==> config.mk <==
export PLATFORM = sky130hd
export DESIGN_NAME = bubble_dmem
export DESIGN_NICKNAME = d
export VERILOG_FILES = /design/src/rtl/bubble_pkg.sv /design/src/rtl/bubble_dmem_array.sv /design/src/rtl/bubble_dmem.sv
export SDC_FILE = /design/constraint.sdc
export NUM_CORES = 2
export LEC_CHECK = 0
export ABC_AREA = 1
export BUFFER_PORTS_ARGS = -buffer_cell sky130_fd_sc_hd__buf_2
export CAP_MARGIN = 20
export CORE_AREA = 3 3 612 614
export DETAILED_ROUTE_END_ITERATION = 16
export DIE_AREA = 0 0 615 617
export SLEW_MARGIN = 20
export SYNTH_ARGS = -nofsm -noshare
export SYNTH_HDL_FRONTEND = slang
export SYNTH_HIERARCHICAL = 1
export SYNTH_SLANG_ARGS = --single-unit
==> constraint.sdc <==
create_clock -name clk -period 2.4 [get_ports clk]
set_input_delay 0.36 -clock clk [delete_from_list [all_inputs] [get_ports clk]]
set_output_delay 0.36 -clock clk [all_outputs]
set_load 0.1 [all_outputs]
==> src/rtl/bubble_pkg.sv <==
// ---------------------------------------------------------------------------
// bubble_pkg
// Shared definitions for the bubble_dmem data memory. It holds the default
// geometry constants and the FSM state encoding used by the controller.
// ---------------------------------------------------------------------------
package bubble_pkg;

  localparam int unsigned DEF_DATA_W = 32;
  localparam int unsigned DEF_ADDR_W = 32;
  localparam int unsigned DEF_DEPTH  = 64;

  // IDLE: can accept a request. WAIT: counting read latency.
  // RESP: response is presented until it is consumed.
  typedef enum logic [1:0] {
    IDLE = 2'd0,
    WAIT = 2'd1,
    RESP = 2'd2
  } state_e;

endpackage

==> src/rtl/bubble_dmem_array.sv <==
// ---------------------------------------------------------------------------
// bubble_dmem_array
// Word-organised storage with byte-lane write enables. Both the write and
// the read are synchronous. The array has no reset, so its contents survive
// a controller reset.
//
// Ports:
//   clk    - clock, rising edge
//   addr   - word index, shared by the read and write paths
//   we     - write strobe; lanes are gated by be
//   be     - byte-lane enables, one bit per byte of wdata
//   wdata  - write data
//   re     - read strobe; rdata captures mem[addr] and then holds it
//   rdata  - registered read data
// ---------------------------------------------------------------------------
module bubble_dmem_array #(
  parameter int unsigned DATA_W = 32,
  parameter int unsigned DEPTH  = 64,
  parameter int unsigned IDX_W  = 6
) (
  input  logic                  clk,
  input  logic [IDX_W-1:0]      addr,
  input  logic                  we,
  input  logic [DATA_W/8-1:0]   be,
  input  logic [DATA_W-1:0]     wdata,
  input  logic                  re,
  output logic [DATA_W-1:0]     rdata
);

  localparam int unsigned NB = DATA_W / 8;

  logic [DATA_W-1:0] mem_q [DEPTH];
  logic [DATA_W-1:0] rdata_d;
  logic [DATA_W-1:0] rdata_q;

  // Byte-lane write into the storage array.
  always_ff @(posedge clk) begin
    if (we) begin
      for (int i = 0; i < int'(NB); i++) begin
        if (be[i]) begin
          mem_q[addr][i*8 +: 8] <= wdata[i*8 +: 8];
        end
      end
    end
  end

  // Read data is captured only on a read strobe and held afterwards, so a
  // multi-cycle latency sees the word as it was on the strobe edge.
  always_comb begin
    rdata_d = rdata_q;
    if (re) begin
      rdata_d = mem_q[addr];
    end else begin
      rdata_d = rdata_q;
    end
  end

  // Read data register.
  always_ff @(posedge clk) begin
    rdata_q <= rdata_d;
  end

  assign rdata = rdata_q;

endmodule

==> src/rtl/bubble_dmem.sv <==
// ---------------------------------------------------------------------------
// bubble_dmem
// Single-outstanding data memory with valid/ready request and response
// channels and a configurable read latency. Misaligned or out-of-range
// requests are answered with rsp_err=1 and never touch the array.
//
// Ports:
//   clk, rst              - clock and synchronous active-high reset
//   req_valid/req_ready   - request handshake (ready only while IDLE)
//   req_we                - 1 = write, 0 = read
//   req_addr              - byte address
//   req_wdata, req_be     - write data and byte-lane enables
//   rsp_valid/rsp_ready   - response handshake
//   rsp_rdata             - read data, zero unless a good read is presented
//   rsp_err               - request was misaligned or out of range
// ---------------------------------------------------------------------------
module bubble_dmem
  import bubble_pkg::*;
#(
  parameter int unsigned DATA_W = DEF_DATA_W,
  parameter int unsigned ADDR_W = DEF_ADDR_W,
  parameter int unsigned DEPTH  = DEF_DEPTH,
  parameter int unsigned RD_LAT = 1
) (
  input  logic                  clk,
  input  logic                  rst,
  input  logic                  req_valid,
  output logic                  req_ready,
  input  logic                  req_we,
  input  logic [ADDR_W-1:0]     req_addr,
  input  logic [DATA_W-1:0]     req_wdata,
  input  logic [DATA_W/8-1:0]   req_be,
  output logic                  rsp_valid,
  input  logic                  rsp_ready,
  output logic [DATA_W-1:0]     rsp_rdata,
  output logic                  rsp_err
);

  localparam int unsigned NB        = DATA_W / 8;
  localparam int unsigned LANE_BITS = (NB > 1) ? $clog2(NB) : 0;
  localparam int unsigned IDX_W     = (DEPTH > 1) ? $clog2(DEPTH) : 1;

  // One extra bit so a memory that fills the whole address space still
  // compares correctly.
  localparam logic [ADDR_W:0]   MEM_BYTES = (ADDR_W+1)'(DEPTH) * (ADDR_W+1)'(NB);
  localparam logic [ADDR_W-1:0] LANE_MASK = ADDR_W'((64'd1 << LANE_BITS) - 64'd1);

  // Illegal geometry or latency stops elaboration.
  if ((RD_LAT < 1) || (RD_LAT > 4) || (DATA_W == 0) || ((DATA_W % 8) != 0) ||
      (DEPTH == 0) || ((DEPTH & (DEPTH - 1)) != 0)) begin : g_bad_param
    $error("bubble_dmem: illegal parameter combination");
  end

  function automatic logic addr_bad(input logic [ADDR_W-1:0] a);
    logic misaligned;
    logic out_of_range;
    misaligned   = |(a & LANE_MASK);
    out_of_range = ({1'b0, a} >= MEM_BYTES);
    return misaligned | out_of_range;
  endfunction

  state_e      state_q, state_d;
  logic [2:0]  cnt_q, cnt_d;
  logic        err_q, err_d;
  logic        rd_ok_q, rd_ok_d;

  logic              accept_s;
  logic              err_s;
  logic              arr_we_s;
  logic              arr_re_s;
  logic [IDX_W-1:0]  arr_idx_s;
  logic [DATA_W-1:0] arr_rdata_s;

  // Requests seen while rst is high are ignored, including for the array.
  assign accept_s  = req_valid && (state_q == IDLE) && !rst;
  assign err_s     = addr_bad(req_addr);
  assign arr_we_s  = accept_s &&  req_we && !err_s;
  assign arr_re_s  = accept_s && !req_we && !err_s;
  assign arr_idx_s = req_addr[LANE_BITS +: IDX_W];

  bubble_dmem_array #(
    .DATA_W (DATA_W),
    .DEPTH  (DEPTH),
    .IDX_W  (IDX_W)
  ) u_array (
    .clk   (clk),
    .addr  (arr_idx_s),
    .we    (arr_we_s),
    .be    (req_be),
    .wdata (req_wdata),
    .re    (arr_re_s),
    .rdata (arr_rdata_s)
  );

  // Next-state logic: accept in IDLE, count latency in WAIT, hold in RESP.
  always_comb begin
    state_d = state_q;
    cnt_d   = cnt_q;
    err_d   = err_q;
    rd_ok_d = rd_ok_q;
    case (state_q)
      IDLE: begin
        if (accept_s) begin
          err_d   = err_s;
          rd_ok_d = !req_we && !err_s;
          if (req_we || (RD_LAT == 1)) begin
            state_d = RESP;
            cnt_d   = 3'd0;
          end else begin
            state_d = WAIT;
            cnt_d   = 3'(RD_LAT - 1);
          end
        end else begin
          state_d = IDLE;
        end
      end
      WAIT: begin
        // Leaving at a count of 1 makes rsp_valid rise RD_LAT cycles after
        // the accept edge.
        if (cnt_q <= 3'd1) begin
          state_d = RESP;
          cnt_d   = 3'd0;
        end else begin
          cnt_d   = cnt_q - 3'd1;
        end
      end
      RESP: begin
        if (rsp_ready) begin
          state_d = IDLE;
          err_d   = 1'b0;
          rd_ok_d = 1'b0;
        end else begin
          state_d = RESP;
        end
      end
      default: begin
        state_d = IDLE;
        cnt_d   = 3'd0;
        err_d   = 1'b0;
        rd_ok_d = 1'b0;
      end
    endcase
  end

  // Controller state registers with synchronous reset.
  always_ff @(posedge clk) begin
    if (rst) begin
      state_q <= IDLE;
      cnt_q   <= 3'd0;
      err_q   <= 1'b0;
      rd_ok_q <= 1'b0;
    end else begin
      state_q <= state_d;
      cnt_q   <= cnt_d;
      err_q   <= err_d;
      rd_ok_q <= rd_ok_d;
    end
  end

  // All outputs decode registered state; rdata is forced to zero unless a
  // good read is being presented.
  assign req_ready = (state_q == IDLE);
  assign rsp_valid = (state_q == RESP);
  assign rsp_err   = (state_q == RESP) && err_q;
  assign rsp_rdata = ((state_q == RESP) && rd_ok_q) ? arr_rdata_s : {DATA_W{1'b0}};

endmodule

==> flow_summary_export.csv <==
group,metric,value,unit
setup_path,end_kind,"output pin",
power,powerDensity,721,nW/µm²
detailed_routing,drc,0,
sta,fin_setup_tns,-0.220,ns
logic_synthesis,yosys.cell_types.count,24,
sta,hold_viol_final,0,
layout,most-common-layout-cells,"nand2_1, edfxtp_1, buf_4, nor2_1, clkbuf_16",
clocking,clk-insertion-delay-late,0.86,ns
power,power.leakage,44.1,nW
setup_path,crit_type,"reg2out",
clocking,htree_levels,4,
logic_synthesis,synth_nets,8922,
global_route,grt_pass1_wl,389000,µm
clocking,cts_tree,"yes",
sta,slew_violations,0,
die,initial_core_util,24.0,%
layout,drive_gt1_share,12.7,%
logic_synthesis,ys_ff_latch,2083,
global_route,antenna_found_initial,23,
sta,whs,0.0454,ns
logic_synthesis,syn_area,88600,µm²
clocking,clock-sinks,2083,
logic_synthesis,syn_area_per_cell,10.0,µm²
global_route,grt_pass1_vias,58202,
layout,final_cells,14536,
power,peakVddDrop,0.597,mV
place,portBuffers,107,
sta,rsz0062_at_grt,"yes",
clocking,root_buffer,"clkbuf_16",
run_status,failed_checks,"setup timing",
clocking,clk_pin_slew,0.06,ns
clocking,clock_path_buffers,3,
sta,timing.final.crit_share,103,%
global_route,grt_max_degree,97,
place,dp_cells,14100,
die,ios,108,
sta,max_freq,0.406,GHz
sta,worst_slack,-0.0624,ns
worst_hold_path,min_path_type,"in2reg",
die,fp-row-count,223,
die,core-area,369000,µm²
detailed_routing,viasPerCell,4.25,
layout,syn_to_final_growth,22.0,%
layout,final_common_cell,"nand2_1",
die,die_h,617,µm
flow_run,maxCapViolCount,0,
setup_path,required,2.04,ns
clocking,numCtsBuffers,218,
global_route,grt_util_all_layers,13.6,%
sta,skew,0.0586,ns
detailed_routing,drt_iter0_markers,6020,
logic_synthesis,synth-seq-area-share,70.6,%
detailed_routing,postRouteAntennaNets,0,
sta,period_minus_slack,2.46,ns
logic_synthesis,yosys_warnings,6,
place,gp_congestion,0.838,
place,dp_hpwl,173000,µm
run_status,status,"finished with violations",
setup_path,cp_data_arrival_time,2.10,ns
logic_synthesis,netlist_instances,8849,
sta,timing.slew.headroom,34.7,%
global_route,grt_overflow,0,
layout,utilization,29.3,%
setup_path,crit_path_start_kind,"register",
detailed_routing,wl,267000,µm
detailed_routing,firstDrtPassIters,6,
layout,layout.nets,9476,
detailed_routing,wl_per_cell,18.4,µm
sta,worst_pin_slew,0.979,ns
die,die_w,615,µm
die,die_area,379000,µm²
layout,fillers,37851,
detailed_routing,vias,61795,
setup_path,worstPathMaxFanout,8,
sta,setup_viol,5,
-- synthesized netlist by cell type, drive strengths merged --
master     n  area share, %
dfxtp      3          0.068
clkbuf   132           0.56
a21oi      2          0.011
nand3      8          0.045
nand3b     1         0.0085
inv       61           0.26
nand4      1         0.0071
buf      323            2.0
o211ai     5          0.042
nor3       9          0.051
or2        7          0.049
edfxtp  2080             71
nor2     397            1.7
nand2   5811             25
o21ai      9          0.055
-- worst max-delay path: stages (launching register included) --
cell and delay [ns]:
dfxtp_2 0.33, buf_6 0.12, nand2_8 0.09, buf_16 0.19
buf_4 0.17, nor2_2 0.13, buf_12 0.19
-- flip-flops by register name (all words and copies together), names as in the netlist --
signal / count
rd_ok_q: 1
u_array/mem_q: 2048
state_q: 1
err_q: 1
u_array/rdata: 32
-- timing repair --
action                                 in CTS  in global routing
endpoints found under the hold margin     160                  0
pin swaps                                   2                  3
buffers inserted                            8                  5
gates cloned                                1                  1
gates resized for setup                    87                 73
hold buffers                               18                  0
setup endpoints to repair                 916                560
-- through the flow --
| stage | cell area (µm²) | setup slack [ns] | total power [W] |
|---|---|---|---|
| 3_5_place_dp | 100000 | -0.503 | 0.0457 |
| 2_1_floorplan | 88700 | -0.0416 | 0.0433 |
| 3_3_place_gp | 100000 | -0.564 | 0.0457 |
| 6_report | 108000 | -0.0624 | 0.0779 |
| 4_1_cts | 108000 | -0.165 | 0.0784 |
| 5_1_grt | 108000 | -0.135 | 0.0804 |
-- routing by layer --
layer | track usage [%] | part of all wire (%)
met5 | 0 | 0.021
met1 | 17.5 | 41
met3 | 2.09 | 6.6
met2 | 22.5 | 47
met4 | 6.07 | 4.5
-- worst paths after layout --
check | depth (start not counted) | slack [ns] | from | to
setup reg to reg | 13 | 0.06 | state_q[1] | u_array/mem_q[18][10]
hold reg to reg | 6 | 0.85 | u_array/mem_q[23][30] | u_array/rdata[30]
setup / recovery | 6 | -0.06 | state_q[1] | rsp_rdata[17]
hold / removal | 2 | 0.05 | req_wdata[23] | u_array/mem_q[38][23]
-- report_power, final --
group          internal (W)  switching [W]  leakage, nW
Clock                0.0188         0.0142         3.38
Sequential           0.0400     0.00000151         18.7
Combinational       0.00142        0.00352         22.0
-- cell families (layout without fill, tap and decap cells) --
group	Yosys count	after routing	synth area share [%]
and+or+nand+nor	6234	6234	26.5
DFF	2083	2083	70.6
buffers and inverters	516	1249	2.80
AOI/OAI and AO/OA	16	16	0.109
other	0	4	0
-- layout make-up --
class	count	area [µm²]	area share (%)
Sequential cell	2083	62500	57.9
Multi-Input combinational cell	6250	24100	22.3
Timing Repair Buffer	789	8020	7.42
Tap cell	4950	6190	5.73
Clock buffer	264	5630	5.21
Clock inverter	135	1330	1.23
Inverter	61	272	0.251
Antenna cell	4	10.0	0.00926
Note: power is estimated with default switching activity, not from simulation.
